[src/rtl/result_display_driver_if.sv]
// Result bus between calculator_top and the display driver: capture strobe,
// conversion handshake and the converted result.
interface result_display_driver_if;
  logic [15:0] value;
  logic        load;
  logic        busy;
  logic        done;
  logic        negative;
  logic [19:0] bcd;

  // Calculator side drives value/load and watches the handshake.
  modport master (
    output value, load,
    input  busy, done, negative, bcd
  );

  // Display driver side.
  modport slave (
    input  value, load,
    output busy, done, negative, bcd
  );
endinterface

[src/rtl/result_display_driver.sv]
// Captures a signed 16-bit result, converts it to sign + 5 BCD digits with a
// sequential shift-add-3, and scans a 6-position active-low 7-segment display.
module result_display_driver #(
  parameter int unsigned SCAN_DIV = 1000,
  parameter bit          BLANK_LZ = 1'b1
) (
  input  logic                    clk,
  input  logic                    RST,
  result_display_driver_if.slave  bus,
  output logic [6:0]              seg,
  output logic [5:0]              an
);

  localparam int unsigned CntW = $clog2(SCAN_DIV);
  localparam logic [CntW-1:0] CntMax = CntW'(SCAN_DIV - 1);

  localparam logic [6:0] SegBlank = 7'b1111111;
  localparam logic [6:0] SegMinus = 7'b0111111;

  typedef enum logic [1:0] {StIdle, StConvert, StDone} state_e;

  state_e      state_q, state_d;
  logic [3:0]  iter_q, iter_d;
  logic [15:0] mag_q, mag_d;
  logic [19:0] work_q, work_d;
  logic        sign_q, sign_d;
  logic [19:0] bcd_q, bcd_d;
  logic        neg_q, neg_d;

  logic [CntW-1:0] cnt_q, cnt_d;
  logic [2:0]      idx_q, idx_d;
  logic [6:0]      seg_q, seg_d;
  logic [5:0]      an_q, an_d;

  logic [19:0] adj;
  logic [35:0] shifted;

  function automatic logic [6:0] digit_seg(input logic [3:0] d);
    logic [6:0] s;
    case (d)
      4'd0:    s = 7'b1000000;
      4'd1:    s = 7'b1111001;
      4'd2:    s = 7'b0100100;
      4'd3:    s = 7'b0110000;
      4'd4:    s = 7'b0011001;
      4'd5:    s = 7'b0010010;
      4'd6:    s = 7'b0000010;
      4'd7:    s = 7'b1111000;
      4'd8:    s = 7'b0000000;
      4'd9:    s = 7'b0010000;
      default: s = SegBlank;
    endcase
    return s;
  endfunction

  // Conversion FSM next state: capture, 16 shift-add-3 iterations, result publish.
  always_comb begin
    state_d = state_q;
    iter_d  = iter_q;
    mag_d   = mag_q;
    work_d  = work_q;
    sign_d  = sign_q;
    bcd_d   = bcd_q;
    neg_d   = neg_q;

    for (int k = 0; k < 5; k++) begin
      adj[4*k +: 4] = (work_q[4*k +: 4] >= 4'd5) ? work_q[4*k +: 4] + 4'd3 : work_q[4*k +: 4];
    end
    shifted = {adj, mag_q} << 1;

    unique case (state_q)
      StIdle: begin
        if (bus.load) begin
          state_d = StConvert;
          sign_d  = bus.value[15];
          // 16-bit unsigned magnitude holds 32768 for the -32768 case.
          mag_d   = bus.value[15] ? (~bus.value + 16'd1) : bus.value;
          work_d  = '0;
          iter_d  = '0;
        end
      end
      StConvert: begin
        work_d = shifted[35:16];
        mag_d  = shifted[15:0];
        iter_d = iter_q + 4'd1;
        if (iter_q == 4'd15) begin
          state_d = StDone;
          bcd_d   = shifted[35:16];
          neg_d   = sign_q;
        end
      end
      StDone:  state_d = StIdle;
      default: state_d = StIdle;
    endcase
  end

  // Conversion state registers.
  always_ff @(posedge clk) begin
    if (RST) begin
      state_q <= StIdle;
      iter_q  <= '0;
      mag_q   <= '0;
      work_q  <= '0;
      sign_q  <= 1'b0;
      bcd_q   <= '0;
      neg_q   <= 1'b0;
    end else begin
      state_q <= state_d;
      iter_q  <= iter_d;
      mag_q   <= mag_d;
      work_q  <= work_d;
      sign_q  <= sign_d;
      bcd_q   <= bcd_d;
      neg_q   <= neg_d;
    end
  end

  // Scan timing and pattern for the next enabled position.
  always_comb begin
    logic [4:0] hide;
    logic       zero_above;
    logic [3:0] cur_dig;

    cnt_d = cnt_q + 1'b1;
    idx_d = idx_q;
    if (cnt_q == CntMax) begin
      cnt_d = '0;
      idx_d = (idx_q == 3'd5) ? 3'd0 : idx_q + 3'd1;
    end

    // A position is blank when it and every higher digit are zero.
    hide       = '0;
    zero_above = 1'b1;
    for (int k = 4; k >= 1; k--) begin
      zero_above = zero_above && (bcd_q[4*k +: 4] == 4'd0);
      hide[k]    = BLANK_LZ && zero_above;
    end

    cur_dig = bcd_q[3:0];
    unique case (idx_d)
      3'd0:    cur_dig = bcd_q[3:0];
      3'd1:    cur_dig = bcd_q[7:4];
      3'd2:    cur_dig = bcd_q[11:8];
      3'd3:    cur_dig = bcd_q[15:12];
      3'd4:    cur_dig = bcd_q[19:16];
      default: cur_dig = 4'd0;
    endcase

    if (idx_d == 3'd5) begin
      seg_d = neg_q ? SegMinus : SegBlank;
    end else if (hide[idx_d]) begin
      seg_d = SegBlank;
    end else begin
      seg_d = digit_seg(cur_dig);
    end

    an_d = ~(6'b000001 << idx_d);
  end

  // Scan registers; seg and an move together on the same edge.
  always_ff @(posedge clk) begin
    if (RST) begin
      cnt_q <= '0;
      idx_q <= '0;
      seg_q <= 7'b1000000;
      an_q  <= 6'b111110;
    end else begin
      cnt_q <= cnt_d;
      idx_q <= idx_d;
      seg_q <= seg_d;
      an_q  <= an_d;
    end
  end

  assign bus.busy     = (state_q == StConvert);
  assign bus.done     = (state_q == StDone);
  assign bus.negative = neg_q;
  assign bus.bcd      = bcd_q;
  assign seg          = seg_q;
  assign an           = an_q;

endmodule

[src/flat_wrapper.sv]
// flat-port wrapper written by rule: the top's interface ports become plain ports
module result_display_driver_flat 
#(
  parameter int unsigned SCAN_DIV = 1000,
  parameter bit          BLANK_LZ = 1'b1
)
  (clk, RST, seg, an, bus_value, bus_load, bus_busy, bus_done, bus_negative, bus_bcd);
  result_display_driver_if bus_i ();
  input  logic clk;
  input  logic RST;
  output logic [6:0] seg;
  output logic [5:0] an;
  input wire logic [$bits(bus_i.value)-1:0] bus_value;
  input wire logic [$bits(bus_i.load)-1:0] bus_load;
  output wire logic [$bits(bus_i.busy)-1:0] bus_busy;
  output wire logic [$bits(bus_i.done)-1:0] bus_done;
  output wire logic [$bits(bus_i.negative)-1:0] bus_negative;
  output wire logic [$bits(bus_i.bcd)-1:0] bus_bcd;
  assign bus_i.value = bus_value;
  assign bus_i.load = bus_load;
  assign bus_busy = bus_i.busy;
  assign bus_done = bus_i.done;
  assign bus_negative = bus_i.negative;
  assign bus_bcd = bus_i.bcd;
  result_display_driver #(.SCAN_DIV(SCAN_DIV), .BLANK_LZ(BLANK_LZ)) u_core (.clk(clk), .RST(RST), .bus(bus_i), .seg(seg), .an(an));
endmodule
[config.mk]
export PLATFORM = sky130hd
export DESIGN_NAME = result_display_driver_flat
export DESIGN_NICKNAME = d
export VERILOG_FILES = /design/src/rtl/result_display_driver_if.sv /design/src/rtl/result_display_driver.sv /design/src/flat_wrapper.sv
export SDC_FILE = /design/constraint.sdc
export NUM_CORES = 1
export LEC_CHECK = 0
export BUFFER_PORTS_ARGS = -buffer_cell sky130_fd_sc_hd__buf_4
export CORE_MARGIN = 5
export CORE_UTILIZATION = 50
export CTS_CLUSTER_SIZE = 30
export DETAILED_ROUTE_END_ITERATION = 8
export PLACE_DENSITY = 0.7
export SLEW_MARGIN = 0
export SYNTH_ARGS = -nofsm -noshare
export SYNTH_HDL_FRONTEND = slang
export SYNTH_SLANG_ARGS = --single-unit
[constraint.sdc]
create_clock -name clk -period 6.7 [get_ports clk]
set_input_delay 0.335 -clock clk [delete_from_list [all_inputs] [get_ports clk]]
set_output_delay 0.335 -clock clk [all_outputs]
set_load 0.005 [all_outputs]
==> Yosys cells after proc, flatten, opt, wreduce, memory -nomap -nowiden <==
Memory sizes are Yosys's and may differ from the RTL's.
Cells that the tools add are included.
W data, S select, Z words.
{ "totals": {"regBits": 90, "latchBits": 0, "mem_bits_rw": 0, "romBits": 112, "wordCells": 80, "memories": 1} }
{ "memory_table": {"columns": ["memory", "words", "width", "read_ports", "rd_ports_with_merged_regs", "write_ports", "line", "rtl"], "rows": [
  ["(name not given)", 16, 7, 1, 0, 0, "result_display_driver.sv:40", "case (d)"]
]} }
{ "classes": {"n_addsub": 9, "n_mul": 0, "n_div": 0, "n_lt_le_gt_ge": 6, "eq_ne": 12, "shift": 1, "muxes": 23, "bitwise_logic": 2, "n_reduce_logical": 15} }
{ "ops": {"columns": ["operator", "n"], "rows": [
  ["$pmux W20 S2", 1],
  ["$mux W16", 2],
  ["$pmux W16 S2", 1],
  ["$mux W7", 3],
  ["$ge A4 B3 Y1 const B", 5],
  ["$mux W20", 1],
  ["$mux W4", 5],
  ["$pmux W4 S5", 1],
  ["$add A16 B1 Y16 const B", 1],
  ["$add A4 B2 Y4 const B", 4],
  ["$logic_not A4 Y1", 4],
  ["$not A16 Y16", 1],
  ["$add A10 B1 Y10 const B", 1],
  ["$eq A10 B10 Y1 const B", 1],
  ["$eq A3 B3 Y1 const B", 3],
  ["$mux W3", 3],
  ["$pmux W4 S2", 1],
  ["$reduce_and A2 Y1", 4],
  ["$eq A3 B2 Y1 const B", 2],
  ["$not A6 Y6", 1],
  ["$shl A1 B3 Y6 const A", 1],
  ["$add A4 B1 Y4 const B", 1],
  ["$eq A4 B4 Y1 const B", 1],
  ["$lt A3 B4 Y1 const B", 1],
  ["other kinds (16)", 19]
]} }

==> Depth between registers and ports, before layout <==
Gate-level depths: netlist of the first run.
{ "depth": {"depth_word": 8, "ltp_mapped": 13, "depth_no_buf": 11} }

==> Worst setup path before layout of the first run <==
No wires, ideal clock.
{ "synth_path": {"path_kind": "register to register", "start": "reg u_core.cnt_q[0]", "end": "reg u_core.seg_q[3] (netlist: u_core.seg[3])", "setup_ps": 132, "arrival_ps": 2531, "slack_ps": 4037, "path_stages_with_launch": 14, "synth_period_minus_slack_ps": 2663, "path_cell_list": "dfxtp_1 ha_1 and2_1 and4_1 buf_4 buf_2 a221oi_1 nor2_1 a211o_1 inv_1 ha_1 mux2_1 nand2_1 a21oi_1"} }
{ "synth_between": {"elab_chain_len": 7, "word_cells_on_any_way": 14} }
{ "synth_rtl": {"columns": ["element", "line", "rtl"], "rows": [
  ["from (decl)", "result_display_driver.sv:30", "logic [CntW-1:0] cnt_q, cnt_d;"],
  ["from (signal assigned)", "result_display_driver.sv:168", "cnt_q <= cnt_d;"],
  ["$eq A10 B10 Y1 *", "result_display_driver.sv:126", "if (cnt_q == CntMax) begin"],
  ["$mux W3 *", "result_display_driver.sv:126", null],
  ["$eq A3 B3 Y1, or another cell as far along", "result_display_driver.sv:140", "unique case (idx_d)"],
  ["$pmux W4 S5", "result_display_driver.sv:140", null],
  ["$mem_v2 Z16 W7", null, null],
  ["$mux W7", "result_display_driver.sv:151", "end else if (hide[idx_d]) begin"],
  ["$mux W7 *", "result_display_driver.sv:149", "if (idx_d == 3'd5) begin"],
  ["to (signal assigned)", "result_display_driver.sv:170", "seg_q <= seg_d;"],
  ["to (decl)", "result_display_driver.sv:32", "logic [6:0] seg_q, seg_d;"]
]} }
Mark *: on every way between the ends. The rest lies on a longest branch, timed or not. The select of a mux whose other input is x is not followed.
A chain may end at the register's enable or synchronous reset.

==> Final worst setup path of the first run <==
Ends and elaborated chain as after synthesis.

==> results by group, run 1 <==
Flow run
  – Max-Cap Viols: 0

Clock tree
  – Deepest clock path buffer count: 2
  – CTS tree: done
  – PostCTS Resize Cnt: 0
  – Cts bufs inserted: 9
  – Cts hold-fix bufs: 0
  – H-tree Lvls: 3
  – Clock Pin Slew Worst Setup and Hold Paths: 0.10 ns
  – CTS Root Cell: clkbuf_8
  – Clock latency on the worst-skew pair: roughly 0.36 ns
  – Post-CTS setup buffers: 0
  – Clock Sinks: 90

Synthesis
  – Yosys warnings: 0
  – Register area share after synthesis: 39.0%
  – Cell accounting for the most synthesized area: dfxtp_1
  – Main synth FF type: dfxtp_1
  – Post-Syn Nets: 585
  – Async SR Flop Fraction: 0%
  – Mapped Cells: 548
  – Post-synth top area share: 39.0%
  – Leading post-synthesis cells by cell area: dfxtp_1 39%, a21oi_1 5.4%, nor2_1 5.1%
  – Cell Area, Synth: 4620 um^2
  – FF+latch count, synth: 90
  – Number of synthesized flops with an enable pin: 0
  – Synth cell types: 56
  – Synth Area per Inst: 8.43 um^2

Die
  – Core Region: 9110 um^2
  – Ports: 55
  – Row count: 35
  – Die X-Extent: 106 um
  – Full die area: 11300 um^2
  – Starting Density: 50.7%
  – Die height: 106 um

Outcome
  – Status: finished, final reports clean

STA
  – Hold Vio Cnt, Final: 0
  – Period utilization: 46.0%
  – Slew HR: a little over a fifth
  – Hold slack: 0.250 ns
  – RSZ-0062 raised after global routing: false
  – Clk_skew: roughly 0.011 ns
  – Worst Max-Slew Pin Slew: 1.16 ns
  – Max Slew Vio Count: 0
  – F_max: about 320 MHz
  – Setup WS post-layout: 3.62 ns
  – Final min period: 3.08 ns
  – Setup_tns: 0 ns
  – Final setup fails: 0

Power
  – Int Power: 821 uW
  – P_sw: 245 uW
  – Sw frac: 23.0%
  – Combinational Power Share: 6.5%
  – Pwr dens: approximately 200 nW/um^2
  – Peak supply drop: 0.157 mV
  – Clock network power share: between 40% and 50%
  – Seq pwr share: 51.7%
  – P_leak: 2.02 nW
  – Final Total Pwr: 1.07 mW

Final layout
  – Commonest non-fill, non-tap cells in the layout: 90 x dfxtp_1, 63 x nor2_1, 56 x nand2_1, 56 x buf_4, 50 x a21oi_1
  – Post-route cell area: 5300 um^2
  – Commonest non-fill, non-tap cell in the layout: dfxtp_1
  – Fillcell total: 841
  – Synth-to-layout area growth: 14.6%
  – Layout cells sized above 1: 14.5%
  – Nets@finish: 620
  – Inserted Diodes: 0

Drt
  – Residual DRC: 0
  – DRT iter0 DRCs: 321
  – Via-to-Cell Ratio: around 5.8
  – Wire per inst: 15.3 um
  – Total wire length: between 10000 and 15000 um
  – Via count: 4080
  – DRT Pass-1 Iters: 7
  – ANT nets after route: 0

Critical path
  – Arr. time, crit path: 3.29 ns
  – Crit path required time: ~7 ns
  – Startpoint Class: flip-flop
  – Critical-path maximum fanout: 16
  – Worst Setup End Kind: flip-flop
  – Critical path class: flip-flop to flip-flop

Global routing
  – Grt total ovfl: 0
  – Vias in the first global route: 3789
  – Largest net degree at the start of global routing: 74
  – Total Routing Usage GR: 19.3%
  – Global-route wire length before repair: 18100 um
  – Antenna violations before repair: 0

Place
  – Number of port buffers: 54
  – Setup slack at placement: 3.69 ns
  – DP Wirelength: 7470 um
  – Area after DPL: a little over 5000 um^2
  – Gpl congestion: roughly 0.82

Worst hold path
  – Min-Delay Path Class: input pin to flip-flop
==> sequential cells by signal, summed over array words and instances (netlist names) <==
name and cells:
u_core.an 6, u_core.seg 7, u_core.mag_q 16, u_core.idx_q 3
u_core.bus.negative 1, u_core.work_q 20, u_core.state_q 2, u_core.bus.bcd 20
u_core.iter_q 4, u_core.sign_q 1, u_core.cnt_q 10
==> cell families after synthesis <==
family	Yosys count	synth area share (%)
AND/OR/NAND/NOR	208	21.9
AO/OA/AOI/OAI	133	19.7
flip-flops	90	39.0
buffers and inverters	52	4.55
XOR/XNOR	26	4.93
multiplexers	21	5.04
adder cells (fa/ha/maj)	18	4.88
==> metal layers <==
layer  global-route usage, %  wire (um)  up-vias
met4                    6.66        206        0
met5                       0          0        -
met2                    31.5       5150      120
met3                    4.86        610       17
met1                    24.9       4690     1919
li1                        -          -     2024
==> power by group through the flow <==
| stage | combinational, mW | sequential [mW] | clock (mW) |
|---|---|---|---|
| after global routing | 0.0778 | 0.552 | 0.479 |
| after floorplan | 0.0480 | 0.561 | 0 |
| after global placement | 0.0679 | 0.563 | 0 |
| after detailed placement | 0.0697 | 0.563 | 0 |
| final | 0.0694 | 0.551 | 0.446 |
| after CTS | 0.0700 | 0.551 | 0.452 |
==> layout make-up <==
class,count,area [um^2],share of cell area [%]
Tap cell,111,139,2.62
Multi-Input combinational cell,406,2620,49.4
Inverter,20,75.1,1.42
Clock inverter,6,115,2.17
Timing Repair Buffer,56,420,7.94
Clock buffer,10,128,2.41
Sequential cell,90,1800,34.0
==> path summary, 6_finish.rpt <==
path	from	cells past startpoint	end	slack (ns)
worst min register to register	u_core.sign_q	2	u_core.bus.negative	0.47
worst min-delay path	bus_value[0]	3	u_core.mag_q[0]	0.25
worst max register to register	u_core.cnt_q[0]	11	u_core.seg[3]	3.62
worst max-delay path	u_core.cnt_q[0]	11	u_core.seg[3]	3.62
==> cell usage after synthesis (3+ instances only) <==
cell type,n
nor2b_1,5
and4_1,3
and2_1,7
clkbuf_1,24
o21ai_0,21
and3_1,6
xnor2_1,17
nand2b_1,8
nor3_1,12
a22oi_1,15
nand3b_1,4
buf_1,3
mux2_2,5
inv_1,20
nor3b_1,11
nor4_1,4
nor2_1,63
mux2i_1,12
o211ai_1,3
a21oi_1,50
xor2_1,9
nand3_1,15
a222oi_1,14
nand4_1,3
buf_2,3
a221oi_1,3
a211oi_1,9
dfxtp_1,90
nand2_1,56
ha_1,18
mux2_1,3
==> critical path, stage by stage (launching register included) <==
cell and delay (ns):
dfxtp_1 0.40, ha_1 0.27, and2_1 0.18, and4_1 0.62, mux2i_1 0.26, a21oi_1 0.10
a211o_1 0.31, inv_1 0.12, ha_1 0.25, mux2_1 0.29, nand2_1 0.07, a21oi_1 0.06
==> per-stage QoR <==
| stage | std cells | util (%) |
|---|---|---|
| floorplan | 548 | - |
| global placement | 683 | 55.5 |
| detailed placement | 683 | 55.5 |
| CTS | 699 | 58.1 |
| global route | 699 | 58.1 |
| finish | 699 | 58.1 |
No activity file was read; power rests on OpenSTA's default activity.
==> run 2: changes to the inputs <==
--- a/config.mk
+++ b/config.mk
@@ -5,6 +5,7 @@
 export SDC_FILE = /design/constraint.sdc
 export NUM_CORES = 1
 export LEC_CHECK = 0
+export ABC_AREA = 1
 export BUFFER_PORTS_ARGS = -buffer_cell sky130_fd_sc_hd__buf_4
 export CORE_MARGIN = 5
 export CORE_UTILIZATION = 50
==> constraint.sdc (replaced) <==
create_clock -name clk -period 3.15 [get_ports clk]
set_input_delay 0.1575 -clock clk [delete_from_list [all_inputs] [get_ports clk]]
set_output_delay 0.1575 -clock clk [all_outputs]
set_load 0.005 [all_outputs]
==> run 2 against run 1 <==
Net effect: via count grew 10%; maximum frequency grew 24%; hold slack lost 0.18 ns; synthesized cell count grew 26%.
==> results by group, run 2 <==
Synthesis
  – Post-Syn Nets: 729
  – Synth cell types: 39
  – Main synth FF type: dfxtp_1
  – Synth Area per Inst: roughly 6.9 um^2
  – Yosys warnings: 0
  – Post-synth top area share: between 30% and 40%
  – Top cells by count, synth: 143 x nand2_1, 90 x dfxtp_1, 83 x nor2_1
  – Register area share after synthesis: 37.8%
  – Number of synthesized flops with an enable pin: 0
  – Most common cell in the netlist: nand2_1
  – Leading post-synthesis cells by cell area: dfxtp_1 38%, nand2_1 11%, nor2_1 6.5%
  – FF+latch count, synth: 90
  – Cell Area, Synth: roughly 4800 um^2
  – Async SR Flop Fraction: 0%
  – Cell accounting for the most synthesized area: dfxtp_1
  – Mapped Cells: about 700

Critical path
  – CP max stage delay: 0.37 ns
  – Most frequent cell on the critical path: nor2_1
  – Worst reg-to-reg setup slack: 0.66 ns
  – Startpoint Class: flip-flop
  – Crit path required time: 3.38 ns
  – Arr. time, crit path: 2.73 ns
  – Worst Setup End Kind: flip-flop
  – CP cell instances: ha_1 > nand2_1 > nor2_2 > nand4_1 > nand2_4 > nand2_2 > nor2_2 > nand2_1 > nand2_1 > inv_1 > nand2_2 > inv_1 > ha_1 > nor2_1 > nor2_1 > nor2_1 > nor2_1
  – FF-to-FF path depth: 17
  – Critical-path maximum fanout: 10
  – Worst r2r src: u_core.cnt_q[0]
  – Critical path class: flip-flop to flip-flop
  – Slowest CP cell: dfxtp_1
  – RR Endpoint: u_core.seg[3]

Clock tree
  – Deepest clock path buffer count: 2
  – PostCTS Resize Cnt: 0
  – CTS tree: done
  – Clock latency on the worst-skew pair: 0.37 ns
  – CTS Root Cell: clkbuf_8
  – Cts bufs inserted: 9
  – Cts hold-fix bufs: 0
  – Clock Pin Slew Worst Setup and Hold Paths: 0.10 ns
  – Post-CTS setup buffers: 0
  – Clock Sinks: 90
  – H-tree Lvls: 3

Worst hold path
  – Min-Delay Path Class: input pin to flip-flop
  – Worst hold endpoint: u_core.mag_q[0]
  – Hold Path Origin: bus_value[0]
  – Hold path depth: 3

STA
  – Max Slew Vio Count: 0
  – Hold slack: approximately 0.07 ns
  – Slew HR: between 50% and 60%
  – Final min period: 2.49 ns
  – Setup_tns: 0 ns
  – RSZ-0062 raised after global routing: false
  – Hold Vio Cnt, Final: 0
  – Worst Max-Slew Pin Slew: 0.622 ns
  – Clk_skew: 0.0163 ns
  – F_max: 401 MHz
  – Period utilization: 79.2%
  – Final setup fails: 0

Place
  – Number of port buffers: between 50 and 60
  – Gpl congestion: 0.895
  – DP Wirelength: 8580 um

Final layout
  – Commonest non-fill, non-tap cells in the layout: 143 x nand2_1, 90 x dfxtp_1, 82 x nor2_1
  – Inserted Diodes: 0
  – Fillcell total: roughly 900
  – Synth-to-layout area growth: 16.6%
  – Util after Layout: around three fifths
  – Nets@finish: between 700 and 800
  – Layout cells sized above 1: 16.4%
  – Area of the multi-input gates: 2540 um^2
  – Register area: between 1500 and 2000 um^2
  – Commonest non-fill, non-tap cell in the layout: nand2_1

Global routing
  – Vias in the first global route: around 4200
  – Largest net degree at the start of global routing: 59
  – Antenna violations before repair: 0
  – Grt total ovfl: 0
  – M1 GR Usage: 25.5%
  – Routing usage on met3: 3.96%
  – Grt met2 use: 35.0%
  – Total Routing Usage GR: 20.6%
  – Global-route wire length before repair: 19400 um
  – Most used routing layer: met2

Die
  – Starting Density: 51.4%
  – Die height: 108 um
  – Ports: 55
  – Core Region: 9280 um^2
  – Die X-Extent: 108 um
  – Row count: 35
  – Full die area: 11600 um^2

Power
  – Peak supply drop: 0.216 mV
  – Final Total Pwr: 2.32 mW
  – Pwr dens: 418 nW/um^2
  – P_leak: 2.48 nW

Drt
  – Wire per inst: ~13 um
  – Via count: 4495
  – ANT nets after route: 0
  – Total wire length: 11700 um
  – Residual DRC: 0
  – DRT Pass-1 Iters: 4
  – Via-to-Cell Ratio: approximately 5
  – DRT iter0 DRCs: 201

Outcome
  – Status: finished, final reports clean

Flow run
  – Max-Cap Viols: 0
-- run 2: cell families (layout without fill, tap and decap cells) --
family	count (synthesis)	after routing	share of synthesized area (%)
XOR/XNOR	14	14	2.57
AND/OR/NAND/NOR	325	325	30.8
buffers and inverters	113	170	9.12
flip-flops	90	90	37.8
adder cells (fa/ha/maj)	18	18	4.72
AO/OA/AOI/OAI	132	132	15.0
-- run 2: how the worst max path moves through the flow --
stage                               start       endpoint  slack [ns]  depth (start not counted)
after floorplan           u_core.cnt_q[0]  u_core.seg[3]        0.94                         17
after global placement    u_core.cnt_q[0]  u_core.seg[3]        0.74                         17
after detailed placement  u_core.cnt_q[0]  u_core.seg[3]        0.69                         17
after CTS                 u_core.cnt_q[0]  u_core.seg[3]        0.64                         17
after global routing      u_core.cnt_q[0]  u_core.seg[3]        0.37                         17
final                     u_core.cnt_q[0]  u_core.seg[3]        0.66                         17
-- run 2: critical path: cells and delay by family (launching register included) --
kind | cells | cell delay [ns]
buf+inv | 2 | 0.13
simple gates | 13 | 1.33
flops | 1 | 0.37
fa+ha+maj | 2 | 0.52
-- run 2: routing by layer --
layer	vias to the layer above	routed length (um)
met5	-	0
met4	0	318
met3	25	562
met2	107	5460
met1	2026	5330
li1	2337	-
-- run 2: layout make-up --
| class | instances | share of cell area (%) |
|---|---|---|
| tap | 129 | 2.90 |
| sequential | 90 | 32.4 |
| inverter | 91 | 6.14 |
| timing repair buffer | 63 | 8.50 |
| multi-input combinational | 489 | 45.6 |
| clock inverter | 6 | 2.02 |
| clock buffer | 10 | 2.47 |
-- run 2: per-stage QoR --
step           area, um^2  cells  setup WS [ns]
5_1_grt              5570    878          0.368
3_5_place_dp         5320    862          0.687
4_1_cts              5570    878          0.645
2_1_floorplan        4770    692          0.940
6_report             5570    878          0.655
3_3_place_gp         5320    862          0.738
-- run 2: power breakdown --
group	switching (mW)	total (mW)	internal [mW]
clock	0.430	0.982	0.552
combinational	0.106	0.168	0.0615
sequential	0.0136	1.17	1.16
==> run 3: changes to the inputs <==
--- a/config.mk
+++ b/config.mk
@@ -11,7 +11,7 @@
 export CORE_UTILIZATION = 50
 export CTS_CLUSTER_SIZE = 30
 export DETAILED_ROUTE_END_ITERATION = 8
-export PLACE_DENSITY = 0.7
+export PLACE_DENSITY = 0.73
 export SLEW_MARGIN = 0
 export SYNTH_ARGS = -nofsm -noshare
 export SYNTH_HDL_FRONTEND = slang
==> constraint.sdc (replaced) <==
create_clock -name clk -period 2.2 [get_ports clk]
set_input_delay 0.11 -clock clk [delete_from_list [all_inputs] [get_ports clk]]
set_output_delay 0.11 -clock clk [all_outputs]
set_load 0.005 [all_outputs]
==> run 3 against run 2 <==
Net effect: critical path type unchanged; count of clock-buffer cells in the layout up 2; hold slack worse by 0.039 ns; first-iteration DRC count up 4.5%; maximum frequency up 5.8%; cell count up 2.6%; largest cell class unchanged; combinational power up 48%; critical path depth unchanged; routed wire length up 5.0%; critical endpoint is now u_core.seg[4]; the run now ends with setup timing left.
==> results by group, run 3 (synthesized netlist as in run 2, its figures left out) <==
Critical path
  – Critical path class: flip-flop to flip-flop
  – RR Endpoint: u_core.seg[4]
  – Critical-path maximum fanout: 7
  – Worst reg-to-reg setup slack: -0.16 ns
  – Worst Setup End Kind: flip-flop
  – Crit path required time: 2.44 ns
  – Arr. time, crit path: 2.60 ns
  – Startpoint Class: flip-flop
  – Worst r2r src: u_core.cnt_q[0]
  – FF-to-FF path depth: 17

Die
  – Core Region: just over 9000 um^2
  – Row count: 35
  – Full die area: roughly 12000 um^2
  – Starting Density: 51.4%
  – Die height: around 110 um
  – Ports: 55
  – Die X-Extent: 108 um

Clock tree
  – H-tree Lvls: 3
  – Deepest clock path buffer count: 2
  – Clock Pin Slew Worst Setup and Hold Paths: 0.09 ns
  – CTS tree: done
  – Clock latency on the worst-skew pair: 0.36 ns
  – Cts bufs inserted: 9
  – Cts hold-fix bufs: 0
  – CTS Root Cell: clkbuf_8
  – Clock Sinks: 90

STA
  – RSZ-0062 raised after global routing: true
  – Slew HR: 60.0%
  – Final setup fails: 6
  – Max Slew Vio Count: 0
  – Final min period: 2.36 ns
  – Worst Max-Slew Pin Slew: 0.600 ns
  – Clk_skew: 0.0109 ns
  – Period utilization: 107%
  – Hold Vio Cnt, Final: 0
  – Hold slack: slightly above 0.03 ns
  – F_max: 424 MHz
  – Setup WS post-layout: -0.159 ns

Power
  – P_leak: 2.63 nW
  – Pwr dens: between 500 and 600 nW/um^2
  – Final Total Pwr: 3.09 mW
  – Peak supply drop: 0.369 mV

Worst hold path
  – Worst hold endpoint: u_core.mag_q[0]
  – Hold path depth: 3
  – Hold Path Origin: bus_value[0]
  – Min-Delay Path Class: input pin to flip-flop

Global routing
  – Largest net degree at the start of global routing: 42
  – Grt total ovfl: 0
  – Total Routing Usage GR: a little over a fifth
  – Vias in the first global route: 4457
  – Antenna violations before repair: 0
  – Global-route wire length before repair: 20100 um

Drt
  – Total wire length: 12300 um
  – Wire per inst: 13.6 um
  – Residual DRC: 0
  – DRT Pass-1 Iters: 5
  – Via count: 4752
  – ANT nets after route: 0
  – Via-to-Cell Ratio: 5.27
  – DRT iter0 DRCs: 210

Place
  – Number of port buffers: 54
  – Area after DPL: 5450 um^2
  – DP Wirelength: 9000 um
  – Gpl congestion: 0.869

Final layout
  – Area of the multi-input gates: 2670 um^2
  – Fillcell total: 858
  – Layout cells sized above 1: a little over a fifth
  – Post-route cell area: 5850 um^2
  – Inserted Diodes: 0
  – Register area: about 1800 um^2
  – Commonest non-fill, non-tap cell in the layout: nand2_1
  – Synth-to-layout area growth: 22.6%
  – Commonest non-fill, non-tap cells in the layout: 141 x nand2_1, 85 x dfxtp_1, 84 x buf_4
  – Nets@finish: ~800

Flow run
  – Max-Cap Viols: 0

Outcome
  – Failing checks: setup timing
  – Status: complete, but fails checks
run 3: changes by cell type in the layout (fill, tap and decap cells not counted), moves of 3 or more:
cell / before / now
buf_4: 63 / 84
dfxtp_1: 90 / 85
dfxtp_2: 0 / 5
ha_1: 18 / 14
nand2_2: 10 / 7
nand2_4: 3 / 7
nand3_1: 41 / 36
nand3_2: 7 / 11
nor2_1: 82 / 79
nor2_4: 3 / 7
run 3: layout make-up:
type	instances	area share, %
multi-input combinational	489	45.7
sequential	90	30.9
timing repair buffer	86	11.3
inverter	91	5.84
tap	129	2.76
clock buffer	12	2.65
clock inverter	4	0.855
run 3: where the power goes:
part           internal (mW)  switching [mW]  total [mW]
clock                  0.586           0.579        1.16
combinational         0.0948           0.153       0.248
sequential              1.66          0.0196        1.68
run 3: timing repair:
action	4_1_cts	5_1_grt
setup buffers	1	4
endpoints found under the setup margin	6	7
pin swaps	15	15
endpoints found under the hold margin	0	0
resized for setup	14	21
run 3: worst max-delay path by stage:
| stage | end | start | slack [ns] |
|---|---|---|---|
| 5_1_grt | u_core.seg[5] | u_core.cnt_q[0] | -0.28 |
| 6_report | u_core.seg[4] | u_core.cnt_q[0] | -0.16 |
| 2_1_floorplan | u_core.seg[3] | u_core.cnt_q[0] | 0.002 |
| 3_3_place_gp | u_core.seg[3] | u_core.cnt_q[0] | -0.03 |
| 4_1_cts | u_core.seg[0] | u_core.cnt_q[1] | -0.03 |
| 3_5_place_dp | u_core.seg[0] | u_core.cnt_q[0] | -0.09 |
run 3: per-layer routing:
layer  routed length [um]  up-vias  global-route usage (%)
met1                 5280     2177                    25.7
met5                    0        -                       0
met4                  257        0                    7.75
met2                 5930      162                    36.8
met3                  787       25                    4.50
li1                     -     2388                       -
run 3: worst max-delay path, cell delays in order (launching register included):
cell     delay (ns)
dfxtp_2        0.36
ha_4           0.16
nand2_4        0.05
nor2_4         0.09
nand3_2        0.13
nand2_4        0.12
nand2_8        0.10
buf_12         0.15
nand3_4        0.09
nor2_1         0.05
nor2_1         0.12
nand2_2        0.10
inv_2          0.10
buf_4          0.11
ha_2           0.16
nand3_2        0.09
a21oi_1        0.18
a21oi_1        0.08
run 3: metrics by stage:
step | utilization [%] | TNS [ns] | std cells | setup WS [ns]
global route | 63.0 | -1.61 | 901 | -0.280
floorplan | - | 0 | 692 | 0.00189
detailed placement | 58.7 | -0.321 | 880 | -0.0912
finish | 63.0 | -0.691 | 901 | -0.159
global placement | 58.7 | -0.0306 | 880 | -0.0306
CTS | 61.6 | -0.0823 | 897 | -0.0280
